File: src/rtl/seg_scan_decoder.sv
// seg_scan_decoder: rebuilds HH:MM BCD digits from a multiplexed seven-segment bus.
// Publishes only after STABLE_FRAMES identical clean scans; drops timeVal when scanning stops.
module seg_scan_decoder #(
    parameter int SETTLE        = 2,
    parameter int STABLE_FRAMES = 3,
    parameter int TIMEOUT       = 1000000
) (
    input  logic       clk,
    input  logic       rstN,
    input  logic [7:0] seg,
    input  logic [7:0] an,
    output logic [3:0] onesMin,
    output logic [3:0] tensMin,
    output logic [3:0] onesHour,
    output logic [3:0] tensHour,
    output logic       colonOn,
    output logic       timeVal,
    output logic       newTime,
    output logic       segErr,
    output logic       anErr
);
    localparam logic [3:0]  ST    = 4'(SETTLE);
    localparam logic [3:0]  ST_M1 = 4'(SETTLE - 1);
    localparam logic [3:0]  SF    = 4'(STABLE_FRAMES);
    localparam logic [23:0] TO    = 24'(TIMEOUT);
    localparam logic [23:0] TO_M1 = 24'(TIMEOUT - 1);

    function automatic logic [3:0] dec(input logic [6:0] s);
        case (s)
            7'h40:   dec = 4'd0;
            7'h79:   dec = 4'd1;
            7'h24:   dec = 4'd2;
            7'h30:   dec = 4'd3;
            7'h19:   dec = 4'd4;
            7'h12:   dec = 4'd5;
            7'h02:   dec = 4'd6;
            7'h78:   dec = 4'd7;
            7'h00:   dec = 4'd8;
            7'h10:   dec = 4'd9;
            default: dec = 4'hF;
        endcase
    endfunction

    logic [7:0]  seg_q, an_q, an_p_q;
    logic [3:0]  sett_q, sett_d;
    logic [15:0] fr_q, fr_d;
    logic        col_q, col_d;
    logic [3:0]  seen_q, seen_d;
    logic [16:0] prev_q, frame, out_q;
    logic [3:0]  stable_q, stable_d;
    logic [23:0] to_q, to_d;
    logic        tv_q, nt_q, se_q, ae_q;
    logic        same, cap, legal, blank, wr, done, bad, pub, to_hit;
    logic [1:0]  idx;
    logic [3:0]  digit;

    always_comb begin
        same   = an_q == an_p_q;
        sett_d = !same ? 4'd0 : (sett_q == ST ? ST : sett_q + 4'd1);
        cap    = same && sett_q == ST_M1;
        legal  = an_q[7:4] == 4'hF && (an_q[3:0] inside {4'hE, 4'hD, 4'hB, 4'h7});
        blank  = an_q == 8'hFF;
        idx    = an_q[3:0] == 4'hE ? 2'd0 : an_q[3:0] == 4'hD ? 2'd1 : an_q[3:0] == 4'hB ? 2'd2 : 2'd3;
        digit  = dec(seg_q[6:0]);
        wr     = cap && legal;
        fr_d   = fr_q;
        col_d  = col_q;
        seen_d = seen_q;
        if (wr) begin
            fr_d[{idx, 2'b00} +: 4] = digit;
            col_d       = idx == 2'd2 ? ~seg_q[7] : col_q;
            seen_d[idx] = 1'b1;
        end
        done  = wr && seen_d == 4'hF;
        frame = {col_d, fr_d};
        bad   = fr_d[3:0] == 4'hF || fr_d[7:4] == 4'hF || fr_d[11:8] == 4'hF || fr_d[15:12] == 4'hF;
        stable_d = !done ? stable_q : bad ? 4'd0 : frame != prev_q ? 4'd1 :
                   (stable_q == SF ? SF : stable_q + 4'd1);
        pub    = done && !bad && stable_d == SF;
        to_hit = !done && to_q == TO_M1;
        to_d   = done ? 24'd0 : (to_q == TO ? TO : to_q + 24'd1);
        if (done || to_hit) seen_d = 4'h0;
        if (to_hit) stable_d = 4'd0;
    end

    always_ff @(posedge clk or negedge rstN) begin
        if (!rstN) begin
            seg_q    <= 8'hFF;
            an_q     <= 8'hFF;
            an_p_q   <= 8'hFF;
            sett_q   <= 4'd0;
            fr_q     <= 16'h0;
            col_q    <= 1'b0;
            seen_q   <= 4'h0;
            prev_q   <= 17'h0;
            stable_q <= 4'd0;
            to_q     <= 24'd0;
            out_q    <= 17'h0;
            tv_q     <= 1'b0;
            nt_q     <= 1'b0;
            se_q     <= 1'b0;
            ae_q     <= 1'b0;
        end else begin
            seg_q    <= seg;
            an_q     <= an;
            an_p_q   <= an_q;
            sett_q   <= sett_d;
            fr_q     <= fr_d;
            col_q    <= col_d;
            seen_q   <= seen_d;
            stable_q <= stable_d;
            to_q     <= to_d;
            if (done) prev_q <= frame;
            if (pub) out_q <= frame;
            tv_q     <= pub ? 1'b1 : to_hit ? 1'b0 : tv_q;
            nt_q     <= pub && (frame != out_q || !tv_q);
            se_q     <= se_q | (wr && digit == 4'hF);
            ae_q     <= ae_q | (cap && !legal && !blank);
        end
    end

    assign {colonOn, tensHour, onesHour, tensMin, onesMin} = out_q;
    assign timeVal = tv_q;
    assign newTime = nt_q;
    assign segErr  = se_q;
    assign anErr   = ae_q;
endmodule

File: config.mk
export PLATFORM = sky130hd
export DESIGN_NAME = seg_scan_decoder
export DESIGN_NICKNAME = d
export VERILOG_FILES = /design/src/rtl/seg_scan_decoder.sv
export SDC_FILE = /design/constraint.sdc
export NUM_CORES = 1
export LEC_CHECK = 0
export ABC_CLOCK_PERIOD_IN_PS = 3650
export BUFFER_PORTS_ARGS = -buffer_cell sky130_fd_sc_hd__buf_2
export CORE_MARGIN = 2
export CORE_UTILIZATION = 55
export DETAILED_ROUTE_END_ITERATION = 7
export GPL_TIMING_DRIVEN = 0
export MAX_ROUTING_LAYER = met4
export PLACE_DENSITY = 0.79
export SLEW_MARGIN = 5
export SYNTH_ARGS = -nofsm -noshare
export SYNTH_HDL_FRONTEND = slang
export SYNTH_SLANG_ARGS = --single-unit
File: constraint.sdc
create_clock -name clk -period 3.65 [get_ports clk]
set_input_delay 0.73 -clock clk [delete_from_list [all_inputs] [get_ports clk]]
set_output_delay 0.73 -clock clk [all_outputs]
set_load 0.005 [all_outputs]
# Yosys cells after proc, flatten, opt, wreduce, memory -nomap -nowiden

Index checks and enable logic that the tools add are counted.

Register bits after elaboration: 115
Input port bits: 18
Output and inout bits: 21
Word-level logic and storage cells: 106

$add $sub $neg: 4
Order comparisons: 2
Eq/ne operators: 31
Shift-type cells: 2
Mux-type cells: 23
Bitwise gates (word level): 4
Reduce and logical (&&, ||, !) cells: 25

Operators with widths:

| operator               | count |
|---|---|
| $eq 24x20->1 const B   | 2 |
| $mux 24                | 2 |
| $eq 4x4->1 const B     | 10 |
| $pmux 4 s10            | 1 |
| $mux 4                 | 9 |
| $ne 17x17->1           | 2 |
| $add 24x1->24 const B  | 1 |
| $eq 7x5->1 const B     | 3 |
| $eq 7x7->1 const B     | 3 |
| $bwmux 16              | 1 |
| $mux 16                | 1 |
| $shift 4x6->16 const A | 1 |
| $shiftx 4x6->16        | 1 |
| $eq 7x6->1 const B     | 2 |
| $eq 4x2->1 const B     | 3 |
| $logic_and 1x1->1      | 12 |
| $add 4x1->4 const B    | 2 |
| $eq 8x8->1             | 1 |
| $eq 8x8->1 const B     | 1 |
| $eq 7x2->1 const B     | 1 |
| $logic_not 7->1        | 1 |
| $mux 1                 | 6 |
| $neg 4->6              | 1 |
| $logic_not 1->1        | 5 |
| other kinds (13)       | 19 |

# Depth between registers and ports, before layout

Word-level depth: 17
Gate-level depth with buffers: 14
Gate-level depth less buffers: 11

# Least setup slack after synthesis

No wires, ideal clock.

Kind: register to register
Start: reg sett_q[1]
End: reg out_q[10]
Library setup time: 0.125 ns
Data arrival time: 3.262 ns
Data required time: 3.525 ns
Path slack: 0.263 ns
Cell stages (with the launch flop): 14
Path buffers: 2
Period minus slack after synthesis: 3.387 ns
Cell sequence: dfrtp_1 inv_1 ha_1 or3b_4 or2_1 nor4_4 mux2i_1 o41ai_1 or4b_4 nor3_2 and4_1 buf_6 buf_12 mux2_4

Longest elaborated chain between the ends: 12
Elaborated cells between the ends (all ways): 23
Classes of those cells: eq/ne (8); mux (6); reduce/logical (9)

Ends and longest elaborated chain:

| element                                              | RTL line | text |
|---|---|---|
| from (decl)                                          | 45       | `logic [3:0] sett_q, sett_d;` |
| from (signal assigned)                               | 107      | `sett_q <= sett_d;` |
| $eq 4x1->1 *                                         | 60       | `cap = same && sett_q == ST_M1;` |
| $logic_and 1x1->1 *                                  | 60       |  |
| $logic_and 1x1->1 *                                  | 65       | `wr = cap && legal;` |
| branches (longest 9 deep; another with $ne 17x17->1) | --       |  |
| to (signal assigned)                                 | 114      | `if (pub) out_q <= frame;` |
| to (decl)                                            | 49       | `logic [16:0] prev_q, frame, out_q;` |

Mark *: on every way between the ends.
A chain may end at the register's enable or synchronous reset.

# Final worst setup path

Start: reg an_q[1]
End: reg out_q[11]

Longest elaborated chain between the ends: 16
Elaborated cells between the ends (all ways): 44
Classes of those cells: add/sub (1); order compare (2); eq/ne (13); shift (2); mux (13); bitwise (1); reduce/logical (12)

Ends and longest elaborated chain:

| element                                            | RTL line | text |
|---|---|---|
| from (decl)                                        | 44       | `logic [7:0] seg_q, an_q, an_p_q;` |
| from (signal assigned)                             | 105      | `an_q <= an;` |
| branches (longest 16 deep; another with $neg 4->6) | --       |  |

Several ways; the timed one is not identified.

==> flow_summary.toml <==
[run_status]
status = "finished, violations left"
violations = "negative setup slack"

[grt]
antenna_found_initial = 0
grt_pass1_vias = 4798
grt_first_pass_wirelength_um = 23900
grt_use_total = 0.274
grt_max_degree = 92
grt_overflow = 0

[sta]
finalCriticalPeriod_ps = 3670
maxSlewViolCount = 0
fin_crit_sh = 1.01
worst_slack_ps = -22.4
finalSetupViolations = 14
max_slew_margin = 0.534
rsz0062_at_grt = "yes"
fin_skew_ps = 12.9
tns_ps = -207
tightest_slew_ps = 698
clock.fmax_mhz = 272
hold_viol = 0

[final_layout]
area_delta_synth_final_pct = 21.6
stdcell_count = 823
design_area_mm2 = 0.00739
fill_cells = 783
layout.nets = 694
final_util = 0.685
layout-drive-gt1-share = 0.256
diodes = 0

[worst_setup_path]
path_cells = "buf_4 > xnor2_1 > and4_1 > buf_6 > and4_4 > buf_6 > mux2i_4 > xnor2_1 > a2111o_1 > nor3_4 > and4_1 > buf_6 > clkbuf_16 > mux2_4"
path_depth = 14
cp.arrival_ps = 4090
worstRegToRegCells = 14
r2r_start = "an_q[1]$_DFF_PN1_"
cp_top_family = "simple AND/OR/NAND/NOR gates"
cp_slowest_cell = "dfstp_2"
startpoint_type = "flip-flop"
timing.rr.end = "out_q[11]$_DFFE_PN0P_"
r2r_slack_ps = -20
critPathMostFrequentCell = "buf_6"
crit_type = "reg -> reg"
slowest_delay_ps = 530
required_ps = 4070
crit_buf_inv = 5
cp-end-kind = "flip-flop"
cp_max_fo = 10

[place]
place_area_mm2 = 0.00649
place.gp.congestion = 0.944
dp_slack_ps = -213
hpwl_um = 9870
port-buffer-count = 38
dp_cells = 769

[logic_synthesis]
synth.distinct_cells = 81
synth-seq-cells = 115
ys.flop_type = "dfrtp_1"
syn-instance-count = 589
synth_edf_count = 0
yosys_warnings = 0
syn_area_per_cell_um2 = 10.3
ys_async_sr_fraction = 1.00
synth.net_count = 613
netlist_area_mm2 = 0.00608
ys_seq_area_frac = 0.478

[drt]
wl_per_cell_um = 18.0
vias_per_cell = 5.86
route.detailed.drc = 0
drtIter0Drc = 345
firstDrtPassIters = 5
postRouteWirelength_um = 14800
drtAntennaViolNets = 0
dr_total_vias = 4822

[floorplanning]
core_mm2 = 0.0108
start_util = 0.563
die_area_mm2 = 0.0119
io_pins = 39
die-width_um = 109
core.rowCount = 38
die_h_um = 109

[pwr]
vdd_drop_max_mv = 0.368
seq_power_share = 0.434
switchingPower_uw = 641
combPwrFrac = 0.039
powerDensity_mw_per_mm2 = 409
netSwitchingFraction = 0.212
p_int_mw = 2.38
p_leak_nw = 3.50
p_clk_frac = 0.526

[clocking]
clk_latency_ps = 540
numCtsBuffers = 17
cts_max_level = 4
clockRootBuffer = "clkbuf_8"
clk_path_buf_depth = 2
cts_tree = "yes"
path_clk_slew_ps = 50
clock-sinks = 115

[worst_hold_path]
hold_class = "in -> async"

[run]
maxCapViolCount = 0
cells in the mapped netlist (all sizes together) (3+ instances only):
cell type   n  area (µm²)
dfrtp      91        2280
nor2       62         248
nand2      57         216
xnor2      32         280
xor2       31         272
nand3      30         150
dfstp      24         631
inv        23        86.3
o21ai      22         110
mux2       20         263
a21oi      19        95.1
nor3       16         101
nand4      15         109
buf        12         109
mux2i      11         118
nor4       11        90.1
and3        9        61.3
and4        7        63.8
clkbuf      7        26.3
ha          6        75.1
and2        5        31.3
nand2b      5        31.3
nor2b       5        31.3
o22ai       5        31.3
nand4b      4        35.0
a2111o      3        33.8
a211oi      3        22.5
a31oi       3        18.8
and4b       3        30.0
nor3b       3        22.5
nor4b       3        38.8
o31ai       3        22.5
placed cells by master (no fill, tap or decap), drive strengths merged, types with 23 or more instances in the layout:
| cell type | netlist | layout |
|---|---|---|
| nor2 | 62 | 62 |
| nand3 | 30 | 30 |
| nand2 | 57 | 57 |
| buf | 12 | 75 |
| dfrtp | 91 | 91 |
| xor2 | 31 | 31 |
| dfstp | 24 | 24 |
| inv | 23 | 23 |
| clkbuf | 7 | 33 |
| xnor2 | 32 | 32 |
worst max-delay path by stage:
stage	from	end
2_1_floorplan	sett_q[1]$_DFF_PN0_	out_q[10]$_DFFE_PN0P_
3_3_place_gp	sett_q[1]$_DFF_PN0_	prev_q[4]$_DFFE_PN0P_
3_5_place_dp	sett_q[1]$_DFF_PN0_	out_q[6]$_DFFE_PN0P_
4_1_cts	an_q[1]$_DFF_PN1_	out_q[6]$_DFFE_PN0P_
5_1_grt	an_q[1]$_DFF_PN1_	out_q[2]$_DFFE_PN0P_
6_report	an_q[1]$_DFF_PN1_	out_q[11]$_DFFE_PN0P_
sequential cells by signal, indices dropped and copies added (netlist names), 4 cells and up:
register / cells
fr_q: 16
prev_q: 17
to_q: 24
stable_q: 4
sett_q: 4
an_q: 8
seg_q: 8
an_p_q: 8
out_q: 17
seen_q: 4
per-stage QoR:
stage | hold WS (ps) | power [mW]
global placement | 356 | 1.44
floorplan | 354 | 1.39
CTS | 41.9 | 3.04
global route | 60.8 | 3.11
detailed placement | 357 | 1.45
finish | 50.7 | 3.03
cell type report:
type,count,area [µm²],share of cell area
timing repair buffer,63,422,0.0570
tap,140,175,0.0237
sequential,115,2910,0.393
clock inverter,5,75.1,0.0102
multi-input combinational,432,3090,0.417
clock buffer,27,492,0.0665
buffer,18,150,0.0203
inverter,23,86.3,0.0117
kinds of logic after synthesis:
kind of cell	synth area share
AOI/OAI and AO/OA	0.0949
muxes	0.0626
buffers and inverters	0.0364
xor gates and xnor gates	0.0908
DFF	0.478
and+or+nand+nor	0.223
adders and majority gates	0.0140
layer usage:
metal / track usage / part of all wire / up-vias
met5: - / 0 / -
met4: 0.114 / 0.023 / 0
li1: - / - / 2248
met1: 0.356 / 0.45 / 2386
met3: 0.0562 / 0.050 / 27
met2: 0.421 / 0.48 / 161
power by group through the flow:
stage	clock network (mW)	logic [mW]	registers, mW
floorplan	0	0.0605	1.33
global placement	0	0.105	1.33
detailed placement	0	0.113	1.33
CTS	1.61	0.115	1.31
global route	1.67	0.132	1.31
finish	1.59	0.119	1.31
timing repair:
item                                    CTS  global route
pin swaps                                 4             8
buffers inserted                          8            14
gates cloned                              0             1
hold endpoints to repair                  0             0
endpoints found under the setup margin   19            20
gates resized for setup                  12            16
hold buffers                              0             0
Note: power is estimated with default switching activity, not from simulation.
